<file path="src/rtl/div_pkg.sv">
// Shared types and sizes for the sequential restoring divider.
package div_pkg;

  localparam int unsigned DIV_WIDTH = 16;
  localparam int unsigned CNT_W     = $clog2(DIV_WIDTH);
  localparam int unsigned REM_W     = DIV_WIDTH + 1;

  typedef enum logic [1:0] {
    ST_IDLE,
    ST_LOAD,
    ST_CALC,
    ST_DONE
  } state_e;

endpackage

</file>
<file path="src/rtl/trial_subtractor.sv">
// Trial subtraction for one restoring step; kept separate so the adder can be swapped.
module trial_subtractor
  import div_pkg::*;
(
  input  logic [REM_W-1:0] r_shift,
  input  logic [REM_W-1:0] d,
  output logic [REM_W-1:0] diff_c,
  output logic             ge_c
);

  // Borrow out of the top bit means the divisor did not fit.
  assign diff_c = r_shift - d;
  assign ge_c   = ~diff_c[REM_W-1];

endmodule

</file>
<file path="src/rtl/restoring_divider_16.sv">
// Unsigned 16-bit restoring divider, one shift-subtract step per clock, Run/Done handshake.
module restoring_divider_16
  import div_pkg::*;
(
  input  logic                 Clk,
  input  logic                 Reset,
  input  logic                 Run,
  input  logic [DIV_WIDTH-1:0] Dividend,
  input  logic [DIV_WIDTH-1:0] Divisor,
  output logic [DIV_WIDTH-1:0] Quotient,
  output logic [DIV_WIDTH-1:0] Remainder,
  output logic                 Done,
  output logic                 Busy,
  output logic                 DivByZero
);

  state_e               state_q, state_d;
  logic [DIV_WIDTH-1:0] q_q, q_d;
  logic [DIV_WIDTH-1:0] dv_q, dv_d;
  logic [REM_W-1:0]     r_q, r_d;
  logic [CNT_W-1:0]     cnt_q, cnt_d;
  logic [DIV_WIDTH-1:0] quot_q, quot_d;
  logic [DIV_WIDTH-1:0] rem_q, rem_d;
  logic                 done_q, done_d;
  logic                 busy_q, busy_d;
  logic                 dbz_q, dbz_d;

  logic [REM_W-1:0]     r_shift_c;
  logic [REM_W-1:0]     diff_c;
  logic                 ge_c;
  logic [REM_W-1:0]     r_next_c;
  logic [DIV_WIDTH-1:0] q_next_c;
  logic                 last_step_c;

  // Shift the next dividend bit into R; the dropped top bit is always zero because R < D.
  assign r_shift_c   = REM_W'({r_q, q_q[DIV_WIDTH-1]});
  assign r_next_c    = ge_c ? diff_c : r_shift_c;
  assign q_next_c    = {q_q[DIV_WIDTH-2:0], ge_c};
  assign last_step_c = (cnt_q == CNT_W'(DIV_WIDTH - 1));

  trial_subtractor u_sub (
    .r_shift (r_shift_c),
    .d       ({1'b0, dv_q}),
    .diff_c  (diff_c),
    .ge_c    (ge_c)
  );

  // State register.
  always_ff @(posedge Clk) begin
    if (Reset) state_q <= ST_IDLE;
    else       state_q <= state_d;
  end

  // Next-state logic.
  always_comb begin
    state_d = state_q;
    case (state_q)
      ST_IDLE: if (Run) state_d = ST_LOAD;
      ST_LOAD: state_d = (dv_q == '0) ? ST_DONE : ST_CALC;
      ST_CALC: if (last_step_c) state_d = ST_DONE;
      ST_DONE: if (!Run) state_d = ST_IDLE;
      default: state_d = ST_IDLE;
    endcase
  end

  // Status flags follow the state being entered so they register alongside it.
  always_comb begin
    busy_d = (state_d == ST_LOAD) || (state_d == ST_CALC);
    done_d = (state_d == ST_DONE);
  end

  // Working registers and result capture.
  always_comb begin
    q_d    = q_q;
    dv_d   = dv_q;
    r_d    = r_q;
    cnt_d  = cnt_q;
    quot_d = quot_q;
    rem_d  = rem_q;
    dbz_d  = dbz_q;
    case (state_q)
      ST_IDLE: begin
        if (Run) begin
          q_d   = Dividend;
          dv_d  = Divisor;
          r_d   = '0;
          cnt_d = '0;
          dbz_d = 1'b0;
        end
      end
      ST_LOAD: begin
        if (dv_q == '0) begin
          quot_d = '1;
          rem_d  = q_q;
          dbz_d  = 1'b1;
        end
      end
      ST_CALC: begin
        r_d   = r_next_c;
        q_d   = q_next_c;
        cnt_d = cnt_q + CNT_W'(1);
        if (last_step_c) begin
          quot_d = q_next_c;
          rem_d  = r_next_c[DIV_WIDTH-1:0];
        end
      end
      default: ;
    endcase
  end

  // Datapath and output registers.
  always_ff @(posedge Clk) begin
    if (Reset) begin
      q_q    <= '0;
      dv_q   <= '0;
      r_q    <= '0;
      cnt_q  <= '0;
      quot_q <= '0;
      rem_q  <= '0;
      done_q <= 1'b0;
      busy_q <= 1'b0;
      dbz_q  <= 1'b0;
    end else begin
      q_q    <= q_d;
      dv_q   <= dv_d;
      r_q    <= r_d;
      cnt_q  <= cnt_d;
      quot_q <= quot_d;
      rem_q  <= rem_d;
      done_q <= done_d;
      busy_q <= busy_d;
      dbz_q  <= dbz_d;
    end
  end

  assign Quotient  = quot_q;
  assign Remainder = rem_q;
  assign Done      = done_q;
  assign Busy      = busy_q;
  assign DivByZero = dbz_q;

endmodule

</file>
<file path="config.mk">
export PLATFORM = sky130hd
export DESIGN_NAME = restoring_divider_16
export DESIGN_NICKNAME = d
export VERILOG_FILES = /design/src/rtl/div_pkg.sv /design/src/rtl/trial_subtractor.sv /design/src/rtl/restoring_divider_16.sv
export SDC_FILE = /design/constraint.sdc
export NUM_CORES = 1
export LEC_CHECK = 0
export BUFFER_PORTS_ARGS = -buffer_cell sky130_fd_sc_hd__buf_2
export CAP_MARGIN = 20
export CORE_UTILIZATION = 39
export CTS_BUF_LIST = sky130_fd_sc_hd__clkbuf_8
export DETAILED_ROUTE_END_ITERATION = 8
export GPL_TIMING_DRIVEN = 0
export PLACE_DENSITY = 0.56
export SETUP_SLACK_MARGIN = 0.05
export SLEW_MARGIN = 30
export SYNTH_ARGS = -nofsm -noshare
export SYNTH_HDL_FRONTEND = slang
export SYNTH_HIERARCHICAL = 1
export SYNTH_SLANG_ARGS = --single-unit
</file>
<file path="constraint.sdc">
create_clock -name Clk -period 4 [get_ports Clk]
set_clock_uncertainty 0.05 [all_clocks]
set_input_delay 0.6 -clock Clk [delete_from_list [all_inputs] [get_ports Clk]]
set_output_delay 0.6 -clock Clk [all_outputs]
set_load 0.005 [all_outputs]
</file>
==> summary.txt, run 1 <==
Setup path
  – FF-to-FF setup slack: 300 ps
  – Critical Path Sink Type: register
  – CP startpoint: q_q[15]
  – Critical path class: register to register
  – Worst path arrival time: 3910 ps
  – Startpoint Class: register
  – Worst-case reg-to-reg path depth: 14
  – Worst flop-to-flop path endpoint: Remainder[8]
  – Crit-path max FO: 10
  – Worst reg2reg startpoint: q_q[15]
  – Worst setup endpoint: Remainder[8]
  – CP required: 4220 ps

Pwr
  – Max IR drop VDD: 0.282 mV
  – LEAKAGE: 2.42 nW
  – Pwr/cell area: 449 mW/mm2

Finish
  – Final net count: 706
  – Footprint of the multi-input gates: 0.00270 mm2
  – Synth-to-Final Area Change: 14.8%
  – Register area: 0.00178 mm2
  – Antenna cell count: 0
  – Final core utilization: 46.7%
  – Fillers: 1,184
  – Share of layout cells above drive strength 1: 18.6%

Drt
  – Wirelength per Cell: 15.6 um
  – Total iterations of the first detailed-routing run: 6
  – Avg Vias per Cell: 5.25
  – Final WL: 12,500 um
  – Vias: 4,192
  – ANT nets after route: 0
  – Initial DRC count: 232
  – DRC Markers: 4

Status
  – Failing checks: design-rule violations
  – Status: complete, but fails checks

Timing
  – Final period util: 92.5%
  – Final Max Slew Viols: 0
  – Setup TNS: 0 ps
  – Measured slew at the worst slew-check pin: 594 ps
  – Final setup violation count: 0
  – Final Hold Vio Count: 0
  – Slew HR: 60.4%
  – Final worst slack: 302 ps
  – Maximum clock frequency: 0.270 GHz
  – Final Critical Period: 3700 ps
  – RSZ-0062 raised after global routing: no

Placed design
  – Pre-CTS setup slack: 92.1 ps
  – IO Port Bufs: 68
  – DPL Wire Length: 9780 um
  – Gp weighted congestion: 0.800

Die
  – Initial Util: 40.7%
  – Num rows: 39
  – Die area: 0.0126 mm2
  – Io pins: 70
  – Die Y: 112 um
  – Die width: 112 um
  – Core Box Area: 0.0116 mm2

Clock network
  – Clock sink count: 89
  – CTS HTree Levels: 3
  – Postcts setup bufs: 0
  – Clock Path Buffers: 2
  – Clk Latency, worst-skew pair: 380 ps
  – CTS tree: built
  – Clock buffer count from CTS: 9
  – Clk pin slew, worst setup/hold paths: 90 ps
  – Root Buffer: clkbuf_8

Global routing
  – Total grt overflow: 0
  – First-pass GRT wire length: 20,700 um
  – Global Route Usage Sum: 21.0%
  – Initial antenna violation count: 0
  – Vias in the first global route: 4,188
  – Largest net degree at the start of global routing: 14

Logic synthesis
  – Synth Instances: 573
  – Ys Warns: 6
  – Mean Syn Cell Area: 8.26 um2
  – Post-Synthesis Cell Area: 0.00473 mm2
  – Syn nets: 627

Min path
  – HP Class: input port to register
  – Worst Hold Launch: Divisor[7]

Flow run
  – Max Cap Viol: 0
==> what timing repair did <==
action | 4_1_cts | 5_1_grt
hold buffers | 0 | 0
resized for setup | 0 | 3
endpoints found under the setup margin | 0 | 17
==> how the worst min path moves through the flow <==
stage                     cells past startpoint        end  slack [ps]
final                                         3    dv_q[7]         410
after global routing                          3    dv_q[7]         400
after CTS                                     3    dv_q[3]         390
after detailed placement                      2  DivByZero         400
after global placement                        2  DivByZero         390
after floorplan                               2   dv_q[13]         390
==> per-layer routing <==
layer  global-route usage (%)  wire length [um]  vias to the layer above
li1                         -                 -                     2122
met1                     27.7              6090                     1982
met2                     34.7              5790                       80
met3                     4.48               522                        8
met4                     6.04               105                        0
met5                        0                 0                        -
==> critical path, stage by stage, from the launching register on <==
cell      delay, ps
dfxtp_1         390
inv_1            60
ha_1            210
fa_1            400
nand2b_1        190
a211oi_2        300
o211a_1         290
a211o_1         180
xor2_1          140
clkbuf_2        230
buf_2           290
mux2_2          360
nand2_1         100
a21oi_1         100
mux2_4          290
==> power breakdown <==
group	total [mW]	switching, mW	leakage (nW)	internal, mW
registers	0.994	0.0490	0.724	0.945
logic	0.866	0.461	1.60	0.406
clock network	0.576	0.323	0.0978	0.252
==> state kept, by name (all words and copies together), names as in the netlist, 2 cells and up <==
register / count
Quotient: 16
Remainder: 16
cnt_q: 4
dv_q: 16
q_q: 16
r_q: 16
state_q: 2
==> final cells by class <==
type | instances | share of cell area, %
buffer | 42 | 3.39
clock buffer | 11 | 2.79
clock inverter | 4 | 0.392
inverter | 19 | 1.31
multi-input combinational | 423 | 49.7
sequential | 89 | 32.8
tap | 143 | 3.30
timing repair buffer | 68 | 6.27
==> cells in the final DEF, fill, tap and decap left out, drive strengths merged, types with 2 or more instances in the layout <==
cell type and instances:
clkinv 2, nand3 21, ha 18, nor2b 20, a21oi 68, mux2i 18, o21bai 17, xor2 6
a211oi 3, nand4 6, nor3 4, buf 76, xnor2 7, nor2 16, and3 4, a21o 4
nand2b 21, clkbuf 45, nand2 111, dfxtp 89, nor4 3, o21ai 8, and2 2, inv 21
a31oi 18, mux2 32
==> stage by stage <==
step / total power, mW / area [um2] / hold slack, ps / std cells
after floorplan: 1.68 / 4730 / 394 / 573
after global placement: 1.86 / 5250 / 394 / 784
after detailed placement: 1.87 / 5250 / 401 / 784
after CTS: 2.45 / 5420 / 388 / 799
after global routing: 2.60 / 5430 / 401 / 799
final: 2.44 / 5430 / 407 / 799
Power figures use the tool's default switching activity.
==> run 2, diff against run 1 <==
- BUFFER_PORTS_ARGS: -buffer_cell sky130_fd_sc_hd__buf_2 -> unset
- CORE_UTILIZATION: 39 -> 30
- DONT_BUFFER_PORTS: unset -> 1
- PLACE_DENSITY: 0.56 -> 0.42
==> run 2 against run 1 <==
Compared with the run above: the run now ends clean; sequential power up 0.5%; die area up 29%; via count down 7.0%; maximum frequency is 0.20% higher; first-iteration DRC count is 48% lower; worst setup slack gained 7.3 ps; combinational power decreased by 0.9%; largest cell class unchanged; highest routed layer unchanged.
==> summary.txt, run 2 (synthesis results as in run 1) <==
Status
  – Status: finished, final reports clean

Min path
  – Hold Crit Depth: 2
  – Worst Hold Launch: Divisor[14]
  – Hold path endpoint: dv_q[14]
  – HP Class: input port to register

Pwr
  – Post-layout power: 2.45 mW
  – LEAKAGE: 2.08 nW
  – Pwr/cell area: 472 mW/mm2
  – Max IR drop VDD: 0.161 mV

Finish
  – Final non-filler cell total: 799
  – Fillers: 1,673
  – Commonest cells after routing, fill and taps aside: nand2_1 (111), dfxtp_1 (89), a21oi_1 (67), clkbuf_1 (33)
  – Share of layout cells above drive strength 1: 9.35%
  – Footprint of the multi-input gates: 0.00271 mm2
  – Antenna cell count: 0
  – Final net count: 638
  – Most common cell after layout, fill and taps aside: nand2_1
  – Register area: 0.00178 mm2
  – Synth-to-Final Area Change: 9.52%

Timing
  – Final period util: 92.3%
  – Final Hold Vio Count: 0
  – RSZ-0062 raised after global routing: no
  – Final Critical Period: 3690 ps
  – Measured slew at the worst slew-check pin: 604 ps
  – Final worst slack: 309 ps
  – Hold Slack: 298 ps
  – Setup TNS: 0 ps
  – Slew HR: 59.7%
  – Final setup violation count: 0
  – Maximum clock frequency: 0.271 GHz
  – Final Max Slew Viols: 0

Clock network
  – Clk Latency, worst-skew pair: 380 ps
  – Clock Path Buffers: 2
  – CTS tree: built
  – Root Buffer: clkbuf_8
  – Post-CTS Hold Buffers: 0
  – Clock buffer count from CTS: 9
  – Clk pin slew, worst setup/hold paths: 90 ps
  – Clock sink count: 89
  – CTS HTree Levels: 3

Setup path
  – Slowest-stage cell, CP: dfxtp_1
  – Critical path class: register to register
  – FF-to-FF setup slack: 310 ps
  – Worst path arrival time: 3910 ps
  – Worst-case reg-to-reg path depth: 14
  – Worst reg2reg startpoint: q_q[15]
  – Worst Path Buf+Inv: 3
  – Critical Path Sink Type: register
  – Worst flop-to-flop path endpoint: Remainder[7]
  – CP required: 4220 ps
  – Worst path max stage delay: 410 ps
  – Top Family by Delay on Critical Path: compound AO/OA/AOI/OAI gates
  – CP Cell Sequence: inv_1, ha_1, fa_1, nand2b_1, a211oi_4, o211a_1, a211o_1, xor2_1, clkbuf_2, clkbuf_4, mux2_2, nand2_1, a21oi_1, mux2_4
  – Crit-path max FO: 10
  – Startpoint Class: register

Die
  – Die width: 128 um
  – Die Y: 128 um
  – Io pins: 70
  – Die area: 0.0163 mm2
  – Core Box Area: 0.0153 mm2
  – Initial Util: 30.9%
  – Num rows: 45

Drt
  – ANT nets after route: 0
  – Initial DRC count: 120
  – Avg Vias per Cell: 4.88
  – Final WL: 13,300 um
  – Vias: 3,899
  – Total iterations of the first detailed-routing run: 4
  – DRC Markers: 0
  – Wirelength per Cell: 16.6 um

Placed design
  – Placed Cells: 784
  – DPL Wire Length: 10,300 um
  – Pre-CTS setup slack: -2.88 ps
  – IO Port Bufs: 0
  – Gp weighted congestion: 0.793

Global routing
  – Vias in the first global route: 3,892
  – Initial antenna violation count: 0
  – Total grt overflow: 0
  – First-pass GRT wire length: 20,900 um
  – Global Route Usage Sum: 17.1%
  – Largest net degree at the start of global routing: 15

Flow run
  – Max Cap Viol: 0
==> run 2: metal layers <==
layer | global-route usage, % | wire length [um] | up-vias
li1 | - | - | 1981
met1 | 22.9 | 6570 | 1839
met2 | 26.5 | 5910 | 62
met3 | 3.81 | 547 | 17
met4 | 7.40 | 277 | 0
met5 | 0 | 0 | -
==> run 2: area by class of cell <==
type	count	share of cell area (%)
Buffer	42	3.60
Clock buffer	10	2.66
Clock inverter	5	0.628
Inverter	19	1.38
Multi-Input combinational cell	423	52.3
Sequential cell	89	34.4
Tap cell	211	5.10
==> run 2: repair_timing <==
action	in CTS	in global routing
setup endpoints to repair	9	9
resized for setup	1	3
setup buffers	0	0
==> run 2: metrics by stage <==
| stage | utilization [%] | area, um2 |
|---|---|---|
| 2_1_floorplan | - | 4730 |
| 3_3_place_gp | 32.6 | 4990 |
| 3_5_place_dp | 32.6 | 4990 |
| 4_1_cts | 33.7 | 5170 |
| 5_1_grt | 33.8 | 5180 |
| 6_report | 33.8 | 5180 |
==> run 2: worst max-delay path by stage <==
stage                        from       endpoint  slack (ps)  cells after the start
final                     q_q[15]   Remainder[7]         310                     14
after global routing      q_q[15]   Remainder[7]          60                     14
after CTS                 q_q[15]   Remainder[7]         140                     14
after detailed placement  q_q[15]   Remainder[7]          -3                     14
after global placement    q_q[15]   Remainder[7]          50                     14
after floorplan           q_q[15]  Remainder[13]         610                     14
==> run 2: where the power goes <==
group / leakage (nW) / switching (mW) / internal, mW / total (mW)
logic: 1.27 / 0.463 / 0.395 / 0.858
registers: 0.724 / 0.0541 / 0.945 / 0.999
clock network: 0.0860 / 0.349 / 0.239 / 0.588
total: 2.08 / 0.867 / 1.58 / 2.45
==> run 2: worst register-to-register path, stage by stage (launching register included) <==
cell	delay (ps)
dfxtp_1	410
inv_1	60
ha_1	210
fa_1	410
nand2b_1	220
a211oi_4	250
o211a_1	270
a211o_1	170
xor2_1	140
clkbuf_2	230
clkbuf_4	280
mux2_2	360
nand2_1	120
a21oi_1	100
mux2_4	280
==> run 3, diff against run 2 <==
--- a/config.mk
+++ b/config.mk
@@ -7,4 +7,5 @@
 export LEC_CHECK = 0
 export CAP_MARGIN = 20
+export CORE_ASPECT_RATIO = 1.5
 export CORE_UTILIZATION = 30
 export CTS_BUF_LIST = sky130_fd_sc_hd__clkbuf_8
==> constraint.sdc (replaced) <==
create_clock -name Clk -period 4 [get_ports Clk]
set_clock_uncertainty 0.05 [all_clocks]
set_input_delay 0.6 -clock Clk [delete_from_list [all_inputs] [get_ports Clk]]
set_output_delay 0.6 -clock Clk [all_outputs]
set_load 0.02 [all_outputs]
==> run 3 against run 2 <==
Compared with the run above: via count is 0.82% higher; global-route usage is 0.79 points higher; hold slack better by 5.5 ps; wire length is 6.5% higher; cell area hardly changed; sequential power hardly changed; critical endpoint unchanged; combinational power is 0.6% higher.
==> summary.txt, run 3 (synthesis results as in run 1) <==
Drt
  – Met3 wire length: 553 um
  – Initial DRC count: 102
  – Final WL: 14,200 um
  – Total iterations of the first detailed-routing run: 4
  – Vias: 3,931
  – Top Layer Used: met4
  – Met2 WL: 7630 um
  – M1 WL: 5750 um
  – Wirelength per Cell: 18.0 um
  – DRC Markers: 0
  – ANT nets after route: 0
  – Avg Vias per Cell: 4.99

Clock network
  – Postcts setup bufs: 0
  – Root Buffer: clkbuf_8
  – Clock Path Buffers: 2
  – Clk Latency, worst-skew pair: 380 ps
  – CTS HTree Levels: 3
  – Clock sink count: 89
  – Clock buffer count from CTS: 9
  – Clk pin slew, worst setup/hold paths: 100 ps
  – CTS tree: built

Finish
  – Commonest cells after routing, fill and taps aside: nand2_1 (111), dfxtp_1 (89), a21oi_1 (67), clkbuf_1 (33)
  – Register area: 0.00178 mm2
  – Fillers: 1,706
  – Most common cell after layout, fill and taps aside: nand2_1
  – Final net count: 638
  – Synth-to-Final Area Change: 9.49%
  – Share of layout cells above drive strength 1: 9.68%
  – Footprint of the multi-input gates: 0.00270 mm2
  – Antenna cell count: 0
  – Final core utilization: 33.9%

Die
  – Io pins: 70
  – Initial Util: 31.0%
  – Num rows: 55
  – Die Y: 156 um
  – Die width: 105 um
  – Core Box Area: 0.0153 mm2
  – Die area: 0.0163 mm2

Timing
  – Final setup violation count: 0
  – Measured slew at the worst slew-check pin: 673 ps
  – RSZ-0062 raised after global routing: no
  – Slew HR: 55.1%
  – Final Hold Vio Count: 0
  – Final period util: 93.1%
  – Final Max Slew Viols: 0
  – Final Critical Period: 3720 ps
  – Maximum clock frequency: 0.269 GHz
  – Hold Slack: 303 ps

Setup path
  – Worst path arrival time: 3950 ps
  – Critical path class: register to register
  – Critical Path Sink Type: register
  – Worst reg2reg startpoint: q_q[15]
  – Worst flop-to-flop path endpoint: Remainder[7]
  – Crit-path max FO: 10
  – FF-to-FF setup slack: 280 ps
  – Worst-case reg-to-reg path depth: 14
  – CP required: 4220 ps
  – Startpoint Class: register
  – CP startpoint: q_q[15]
  – Worst setup endpoint: Remainder[7]

Global routing
  – Initial antenna violation count: 0
  – First-pass GRT wire length: 22,400 um
  – Total grt overflow: 0
  – Global Route Usage Sum: 17.9%
  – Largest net degree at the start of global routing: 19
  – Vias in the first global route: 4,101

Pwr
  – Sequential Power Share: 40.4%
  – Cell-internal power: 1.58 mW
  – LEAKAGE: 2.10 nW
  – Clock power share: 25.2%
  – Sw Share: 36.9%
  – Net Sw Power: 0.927 mW
  – Max IR drop VDD: 0.155 mV
  – Power share of the combinational group: 34.4%
  – Pwr/cell area: 484 mW/mm2

Placed design
  – DPL Wire Length: 11,100 um
  – IO Port Bufs: 0
  – Gp weighted congestion: 0.805

Min path
  – HP Class: input port to register

Flow run
  – Max Cap Viol: 0

Status
  – Status: finished, final reports clean
-- run 3: metal layers --
metal / vias to the layer above / GRT usage, %
met1: 1849 / 19.0
met4: 0 / 5.78
met2: 72 / 34.9
met3: 14 / 3.51
met5: - / 0
li1: 1996 / -
-- run 3: power by group through the flow --
| stage | Combinational [mW] | Clock [mW] | Sequential [mW] |
|---|---|---|---|
| 3_5_place_dp | 0.856 | 0 | 1.03 |
| 6_report | 0.863 | 0.633 | 1.01 |
| 5_1_grt | 0.960 | 0.686 | 1.02 |
| 2_1_floorplan | 0.678 | 0 | 1.01 |
| 3_3_place_gp | 0.853 | 0 | 1.03 |
| 4_1_cts | 0.865 | 0.652 | 1.01 |
-- run 3: per-stage QoR --
stage	instances	total power, mW	TNS (ps)	area, um2	setup slack (ps)
final	788	2.51	0	5180	278
after global routing	788	2.67	0	5180	97.2
after CTS	788	2.53	0	5170	66.6
after detailed placement	772	1.89	-465	4980	-93.5
after global placement	772	1.89	-145	4980	-56.8
after floorplan	573	1.69	0	4730	609
-- run 3: layout make-up --
cell class,instances,share of cell area (%)
Buffer,42,3.60
Clock buffer,9,2.39
Clock inverter,7,1.30
Inverter,19,1.38
Multi-Input combinational cell,423,52.1
Sequential cell,89,34.4
Tap cell,199,4.81
-- run 3: worst min-delay path by stage --
| stage | endpoint | slack (ps) | startpoint | cells after the start |
|---|---|---|---|---|
| 2_1_floorplan | dv_q[13] | 390 | dv_q[13] | 2 |
| 3_3_place_gp | cnt_q[3] | 410 | cnt_q[3] | 2 |
| 3_5_place_dp | dv_q[13] | 420 | dv_q[13] | 2 |
| 4_1_cts | dv_q[7] | 290 | Divisor[7] | 2 |
| 5_1_grt | dv_q[2] | 290 | Divisor[2] | 2 |
| 6_report | dv_q[1] | 300 | Divisor[1] | 2 |
-- run 3: what timing repair did --
action,in CTS,in global routing
gates resized for setup,1,2
endpoints found under the setup margin,9,9
pin swaps,0,0
hold buffers,0,0
-- run 3: worst max-delay path, stage by stage, from the launching register on --
cell and delay (ps):
dfxtp_1 410, inv_1 70, ha_1 220, fa_1 400, nand2b_1 190, a211oi_2 300
o211a_1 290, a211o_1 180, xor2_1 140, clkbuf_2 230, clkbuf_4 270, mux2_2 350
nand2_1 110, a21oi_1 120, mux2_4 290
